--- config.mk ---
export PLATFORM = sky130hd
export DESIGN_NAME = serial_tx_4bits
export DESIGN_NICKNAME = d
export VERILOG_FILES = /design/src/rtl/serial_pkg.sv /design/src/rtl/serial_tx_4bits_bit_timer.sv /design/src/rtl/serial_tx_4bits.sv
export SDC_FILE = /design/constraint.sdc
export NUM_CORES = 1
export LEC_CHECK = 0
export ABC_AREA = 1
export BUFFER_PORTS_ARGS = -buffer_cell sky130_fd_sc_hd__buf_2
export CAP_MARGIN = 30
export CORE_MARGIN = 10
export CORE_UTILIZATION = 39
export DETAILED_ROUTE_END_ITERATION = 8
export PLACE_DENSITY = 0.63
export SETUP_SLACK_MARGIN = 0.02
export SYNTH_ARGS = -nofsm -noshare
export SYNTH_HDL_FRONTEND = slang
export SYNTH_SLANG_ARGS = --single-unit
--- constraint.sdc ---
create_clock -name clk -period 1.6 [get_ports clk]
set_input_delay 0.24 -clock clk [delete_from_list [all_inputs] [get_ports clk]]
set_output_delay 0.24 -clock clk [all_outputs]
set_load 0.02 [all_outputs]
--- src/rtl/serial_pkg.sv ---
// Shared definitions for the serial transmitter and its matching receiver.
`default_nettype none

package serial_pkg;

  typedef enum logic [1:0] {
    IDLE  = 2'd0,
    START = 2'd1,
    DATA  = 2'd2,
    STOP  = 2'd3
  } tx_state_t;

  localparam logic START_BIT  = 1'b0;
  localparam logic STOP_BIT   = 1'b1;
  localparam logic IDLE_LEVEL = 1'b1;

  // Counter width for a modulus n; never narrower than one bit.
  function automatic int cnt_width(input int n);
    return (n > 1) ? $clog2(n) : 1;
  endfunction

endpackage

`default_nettype wire

--- src/rtl/serial_tx_4bits_bit_timer.sv ---
// Bit-period timer: bit_end is high in the last clock cycle of each bit period.
`default_nettype none

module bit_timer
  import serial_pkg::*;
#(
  parameter int CLKS_PER_BIT = 4
) (
  input  logic clk,
  input  logic reset,
  input  logic clear,
  output logic bit_end
);

  localparam int CW = cnt_width(CLKS_PER_BIT);
  localparam logic [CW-1:0] LAST = CW'(CLKS_PER_BIT - 1);

  logic [CW-1:0] cnt_q;
  logic [CW-1:0] cnt_d;

  assign bit_end = (cnt_q == LAST);

  always_comb begin
    cnt_d = cnt_q + 1'b1;
    if (clear || bit_end) begin
      cnt_d = '0;
    end
  end

  always_ff @(posedge clk or posedge reset) begin
    if (reset) begin
      cnt_q <= '0;
    end else begin
      cnt_q <= cnt_d;
    end
  end

endmodule

`default_nettype wire

--- src/rtl/serial_tx_4bits.sv ---
// Parallel-in serial-out frame transmitter: start bit, WIDTH data bits LSB first, stop bit.
`default_nettype none

module serial_tx_4bits
  import serial_pkg::*;
#(
  parameter int WIDTH        = 4,
  parameter int CLKS_PER_BIT = 4
) (
  input  logic             clk,
  input  logic             reset,
  input  logic             load,
  input  logic [WIDTH-1:0] d,
  output logic             ready,
  output logic             busy,
  output logic             tx,
  output logic             done
);

  localparam int IW = cnt_width(WIDTH);
  localparam logic [IW-1:0] LAST_IDX = IW'(WIDTH - 1);

  tx_state_t        state_q, state_d;
  logic [WIDTH-1:0] shift_q, shift_d;
  logic [IW-1:0]    idx_q, idx_d;
  logic             tx_q, tx_d;
  logic             ready_q, ready_d;
  logic             busy_q, busy_d;
  logic             done_q, done_d;
  logic             bit_end;
  logic             timer_clear;

  // Timer is held at zero while idle so the start bit gets a full period from acceptance.
  assign timer_clear = (state_q == IDLE);

  bit_timer #(
    .CLKS_PER_BIT(CLKS_PER_BIT)
  ) u_bit_timer (
    .clk    (clk),
    .reset  (reset),
    .clear  (timer_clear),
    .bit_end(bit_end)
  );

  always_comb begin
    state_d = state_q;
    shift_d = shift_q;
    idx_d   = idx_q;
    done_d  = 1'b0;

    case (state_q)
      IDLE: begin
        if (load) begin
          state_d = START;
          shift_d = d;
          idx_d   = '0;
        end
      end
      START: begin
        if (bit_end) state_d = DATA;
      end
      DATA: begin
        if (bit_end) begin
          shift_d = shift_q >> 1;
          if (idx_q == LAST_IDX) begin
            idx_d   = '0;
            state_d = STOP;
          end else begin
            idx_d = idx_q + 1'b1;
          end
        end
      end
      STOP: begin
        if (bit_end) begin
          state_d = IDLE;
          done_d  = 1'b1;
        end
      end
      default: state_d = IDLE;
    endcase

    // Outputs are registered from the next state so they change on the same edge as the state.
    case (state_d)
      START:   tx_d = START_BIT;
      DATA:    tx_d = shift_d[0];
      STOP:    tx_d = STOP_BIT;
      default: tx_d = IDLE_LEVEL;
    endcase
    ready_d = (state_d == IDLE);
    busy_d  = ~ready_d;
  end

  always_ff @(posedge clk or posedge reset) begin
    if (reset) begin
      state_q <= IDLE;
      shift_q <= '0;
      idx_q   <= '0;
      tx_q    <= IDLE_LEVEL;
      ready_q <= 1'b1;
      busy_q  <= 1'b0;
      done_q  <= 1'b0;
    end else begin
      state_q <= state_d;
      shift_q <= shift_d;
      idx_q   <= idx_d;
      tx_q    <= tx_d;
      ready_q <= ready_d;
      busy_q  <= busy_d;
      done_q  <= done_d;
    end
  end

  assign tx    = tx_q;
  assign ready = ready_q;
  assign busy  = busy_q;
  assign done  = done_q;

endmodule

`default_nettype wire

* After elaboration in Yosys (flattened, before gate mapping)
Index checks and enable logic that the tools add are counted.
** Word-level totals
- Register bits after elaboration :: 14
- Input bits :: 7
- Output and inout bits :: 4
- Word-level logic and storage cells :: 43
** Operators by class
- Add/sub/neg operators :: 2
- Eq/ne operators :: 9
- Multiplexer cells :: 17
- Bitwise gates (word level) :: 1
- Reductions and logical operators :: 5
** Operators by type and width (number)
- $mux W2 :: 9
- $eq A2 B2 Y1 const B :: 5
- $mux W4 :: 2
- $pmux W2 S4 :: 1
- $pmux W4 S2 :: 1
- $add A2 B1 Y2 const B :: 2
- $eq A2 B1 Y1 const B :: 2
- $logic_not A2 Y1 :: 2
- $pmux W2 S2 :: 1
- $reduce_and A3 Y1 :: 1
- $mux W1 :: 2
- $ne A2 B1 Y1 const B :: 1
- $ne A2 B2 Y1 const B :: 1
- $pmux W1 S2 :: 1
- $reduce_bool A2 Y1 :: 1
- $logic_or A1 B1 Y1 :: 1
- $not A1 Y1 :: 1

* Logic depth before layout (Yosys ltp)
- Depth in word-level cells :: 6
- Depth in mapped cells :: 8
- Gate-level depth less buffers :: 7

* Modules after synthesis
From an unflattened synthesis, not the netlist that was laid out.
** Unflattened totals
- Cells, all modules :: 79
- Area, all modules :: 691.9 um2
** By module, submodules not included
- serial_tx_4bits :: instances 1, cells an instance 69, area each 603.1 um2, seq. area each 302.8 um2
- bit_timer :: instances 1, cells an instance 10, area each 88.8 um2, seq. area each 50.0 um2

* Least setup slack after synthesis
OpenSTA, ideal clock, no wires.
- Kind :: register -> register
- Start point :: register u_bit_timer.cnt_q[0]
- End point :: register tx_q, in the netlist tx
- Setup time :: 0.076 ns
- Data arrival time :: 1.144 ns
- Required time :: 1.524 ns
- Path slack :: 0.381 ns
- Stages on the path, launching flop included :: 9
- Path buffers :: 1
- Period minus slack after synthesis :: 1.219 ns
- Cells stage by stage :: dfrtp_1 > ha_1 > buf_2 > nor2_1 > inv_1 > nand3_4 > nand2_1 > nand2_1 > nand2_1
** On the way
- Cells in the longest elaborated chain, start to end :: 5
- Elaborated cells on any way between the ends :: 10
- Classes of those cells :: eq/ne: 3; mux: 7
** RTL lines
- start, declared :: RTL line serial_tx_4bits_bit_timer.sv:18 : logic [CW-1:0] cnt_q;
- start signal, assigned :: RTL line serial_tx_4bits_bit_timer.sv:34 : cnt_q <= cnt_d;
- $eq A2 B2 Y1 (*) :: RTL line serial_tx_4bits_bit_timer.sv:21 : assign bit_end = (cnt_q == LAST);
- $mux W2, on equally long branches :: RTL line serial_tx_4bits.sv:74, serial_tx_4bits.sv:60, serial_tx_4bits.sv:63
- $pmux W2 S4 (*) :: RTL line serial_tx_4bits.sv:51 : case (state_q)
- net state_d[0] :: RTL line serial_tx_4bits.sv:23 : tx_state_t state_q, state_d;
- $eq A2 B2 Y1 or $eq A2 B1 Y1 (tied branches) :: RTL line serial_tx_4bits.sv:83 : case (state_d)
- $pmux W1 S2 (*) :: RTL line serial_tx_4bits.sv:83
- net tx_d :: RTL line serial_tx_4bits.sv:26 : logic tx_q, tx_d;
- end signal, assigned :: RTL line serial_tx_4bits.sv:106 : tx_q <= tx_d;
- end, declared :: RTL line serial_tx_4bits.sv:26
The timed path passes the listed nets; every way through them passes the cells marked *. The select of a mux whose other input is x is not followed.
A chain may end at the register's enable or synchronous reset.

* Worst setup path in the final report
- Start point :: register u_bit_timer.cnt_q[0]
- End point :: register busy_q, in the netlist busy
** On the way
- Cells in the longest elaborated chain, start to end :: 5
- Elaborated cells on any way between the ends :: 7
- Classes of those cells :: eq/ne: 1; mux: 4; bitwise: 1; reduce/logical: 1
** RTL lines
- $eq A2 B2 Y1 (*) :: RTL line serial_tx_4bits_bit_timer.sv:21
- $mux W2, on equally long branches :: RTL line serial_tx_4bits.sv:74, serial_tx_4bits.sv:60, serial_tx_4bits.sv:63
- $pmux W2 S4 (*) :: RTL line serial_tx_4bits.sv:51
- net state_d[1] :: RTL line serial_tx_4bits.sv:23
- $logic_not A2 Y1 (*) :: RTL line serial_tx_4bits.sv:89 : ready_d = (state_d == IDLE);
- net ready_d :: RTL line serial_tx_4bits.sv:27 : logic ready_q, ready_d;
- $not A1 Y1 (*) :: RTL line serial_tx_4bits.sv:90 : busy_d = ~ready_d;
- net busy_d :: RTL line serial_tx_4bits.sv:28 : logic busy_q, busy_d;
- end signal, assigned :: RTL line serial_tx_4bits.sv:108 : busy_q <= busy_d;
- end, declared :: RTL line serial_tx_4bits.sv:28
The timed path passes the listed nets; every way through them passes the cells marked *.

==> key figures <==
Run status
  • Outcome: finished, final reports clean

Power
  • Int Power: 0.831 mW
  • Power Density: 1770 nW/um^2
  • Seq pwr share: 43.4%
  • Clock Power Share: 13.6%
  • Switching Fraction: 42.3%
  • P_leak: 0.427 nW
  • Peak supply drop: 0.795 mV
  • Gate power share: 43.0%
  • Total net switching power: 0.609 mW
  • Final Total Pwr: 1.44 mW

Placement
  • PortBufs: 10
  • Hpwl dp: 1.02 mm
  • Worst slack, placed: 0.307 ns
  • GPL Wtd Cong: 0.769

Drt
  • WL/cell: 11.3 um
  • Total routed wirelength: 1.34 mm
  • Vias per std cell: 4.46
  • DRC errors left: 0
  • Pre-antenna DRT Iters: 4
  • Initial DRC Count: 10
  • Via count: 531
  • Post-DRT Antenna Nets: 0

Setup path
  • Worst endpoint required time: 1.78 ns
  • Worst r2r path cells: 6
  • Crit Path Category: flop to flop
  • Crit. End Element: flop
  • Crit Path Max Fanout: 8
  • Critical Path Start Type: flop
  • CP Data Arrival Time: 1.49 ns

Timing
  • RSZ-0062 raised after global routing: no
  • Slew @ Worst Pin: 0.532 ns
  • Setup WS post-layout: 0.294 ns
  • Setup Viol. Count Final: 0
  • Post-layout min period: 1.31 ns
  • Pins Over Slew Limit: 0
  • Max frequency: 766 MHz
  • Slew margin rel.: 64.5%
  • Final Hold Fails: 0
  • Post-route clock period utilization: 81.6%
  • Setup TNS Final: 0 ns
  • Clock skew: 0.00784 ns

Synthesis
  • Simple-gate area share of the yosys netlist: 34.8%
  • Yosys reg bits: 14
  • Avg Cell Area, Syn: 8.73 um^2
  • Largest family of logic cells by synthesized area: simple AND/OR/NAND/NOR gates
  • Post-synthesis compound-gate area fraction: 2.80%
  • Synthesized cell area: 716 um^2
  • Cell variety after synth: 22
  • YS warnings: 0
  • Post-synthesis adder-cell area fraction: 5.24%
  • Xor and xnor fraction of the mapped netlist area: 0%
  • Mapped Nets: 92
  • Synth area leader: dfrtp_1
  • Synth top area share: 42.0%
  • Mux cell area share after synthesis: 0%
  • Gate Count Post-Synth: 82
  • Register area share after synthesis: 49.3%
  • Dominant cells by area after synthesis: dfrtp_1, nand2_1, dfstp_2

Finish
  • Layout Utilization: 47.1%
  • Share of cells above drive strength 1: 27.7%
  • Fill cells: 176
  • N_diodes: 0
  • Final net count: 106
  • Area delta synth->final: 13.6%

Global routing
  • Met2 usage: 11.4%
  • Grt ovf: 0
  • Gr busiest metal: met2
  • First-pass GRT wire length: 2.30 mm
  • Initial antenna violation count: 0
  • Largest net degree at the start of global routing: 15
  • GRT Overall Usage: 7.23%
  • Met3 Use GR: 4.30%
  • Vias in the first global route: 534
  • GRT met1 Usage: 7.81%

Clock network
  • CTS resizes: 0
  • H-tree levels: 1
  • CTS clock-pin slew for the worst setup and hold paths: 0.08 ns
  • CTS sink count: 14
  • CTS tree: done
  • CTS Hold Bufs: 1
  • Post CTS Setup Buffer Count: 0
  • Longest Clk Path Bufs: 2
  • CTS Buf Count: 3
  • Root Buffer: clkbuf_4
  • Clk Latency, worst-skew pair: 0.28 ns

Floorplanning
  • Full die area: 3950 um^2
  • # rows: 15
  • Core area: 1730 um^2
  • Ports: 11
  • Die Y: 62.8 um
  • Starting density of the core: 41.4%
  • Die width: 62.8 um

Min path
  • Worst Hold Depth: 3
  • Hold crit path type: primary input to flop

Flow run
  • Max capacitance violation total: 0
## critical path, stage by stage (launching register included)
cell	delay, ns
dfrtp_1	0.39
ha_1	0.35
inv_1	0.07
nand3_1	0.07
nand3_1	0.13
nor2_2	0.16
inv_2	0.03
## stage by stage
step	area (um^2)	cells	hold WS, ns
finish	813	119	0.172
global placement	781	115	0.305
floorplan	716	82	0.128
global route	813	119	0.169
detailed placement	781	115	0.309
CTS	813	119	0.159
## Yosys cell counts
library cell	number
inv_2	3
nand2_4	1
nand3_4	1
ha_1	3
a21oi_1	2
dfrtp_1	12
dfstp_2	2
nor2_1	4
nor3b_1	1
and3_1	1
nor2_2	2
inv_4	1
nand2_1	23
buf_2	1
nor2_4	1
buf_6	1
inv_1	6
nand2_2	2
nand4_1	3
nor3_1	2
o21ai_0	2
nand3_1	8
## layer usage
metal / up-vias / routed length [um] / share of wire (%)
met2: 10 / 577 / 43
met4: 0 / 6 / 0.45
li1: 290 / - / -
met3: 2 / 69 / 5.1
met1: 229 / 688 / 51
met5: - / 0 / 0
## layout by cell type, fill, tap and decap left out, types with 2 or more instances in the layout
cell and count:
a21oi_1 2, buf_2 10, clkbuf_4 3, dfrtp_1 12
dfstp_2 2, ha_1 3, inv_1 6, inv_2 3
nand2_1 23, nand2_2 2, nand3_1 8, nand4_1 3
nor2_1 4, nor2_2 2, nor3_1 2, o21ai_0 2
## area by class of cell
type / count / area (um^2) / share of cell area, %
tap: 25 / 31.3 / 3.85
multi-input combinational: 56 / 307 / 37.7
inverter: 10 / 40.0 / 4.92
clock buffer: 3 / 22.5 / 2.77
timing repair buffer: 11 / 60.1 / 7.38
sequential: 14 / 353 / 43.4
## worst paths after layout
kind                                           to                      startpoint  slack, ns
setup reg to reg                   busy$_DFF_PP0_  u_bit_timer.cnt_q[0]$_DFF_PP0_       0.29
hold reg to reg            shift_q[3]$_DFFE_PP0P_          shift_q[3]$_DFFE_PP0P_       0.48
hold / removal             shift_q[3]$_DFFE_PP0P_                            d[3]       0.17
setup / recovery                   busy$_DFF_PP0_  u_bit_timer.cnt_q[0]$_DFF_PP0_       0.29
min in group asynchronous          busy$_DFF_PP0_                           reset       0.55
max in group asynchronous         ready$_DFF_PP1_                           reset       0.67
## sequential cells by signal, summed over array words and instances, names as in the netlist
register	count
tx	1
shift_q	4
done	1
state_q	2
u_bit_timer.cnt_q	2
idx_q	2
busy	1
ready	1
## logic make-up after synthesis
group | count (synthesis)
flip-flops | 14
buffers and inverters | 12
adder cells (fa/ha/maj) | 3
AO/OA/AOI/OAI | 4
AND/OR/NAND/NOR | 49
## power by group through the flow
stage | Clock [mW] | Sequential, mW | Combinational, mW
2_1_floorplan | 0 | 0.640 | 0.500
3_3_place_gp | 0 | 0.632 | 0.622
3_5_place_dp | 0 | 0.632 | 0.626
4_1_cts | 0.210 | 0.625 | 0.630
5_1_grt | 0.227 | 0.645 | 0.701
6_report | 0.196 | 0.625 | 0.619
Note: power is estimated with default switching activity, not from simulation.
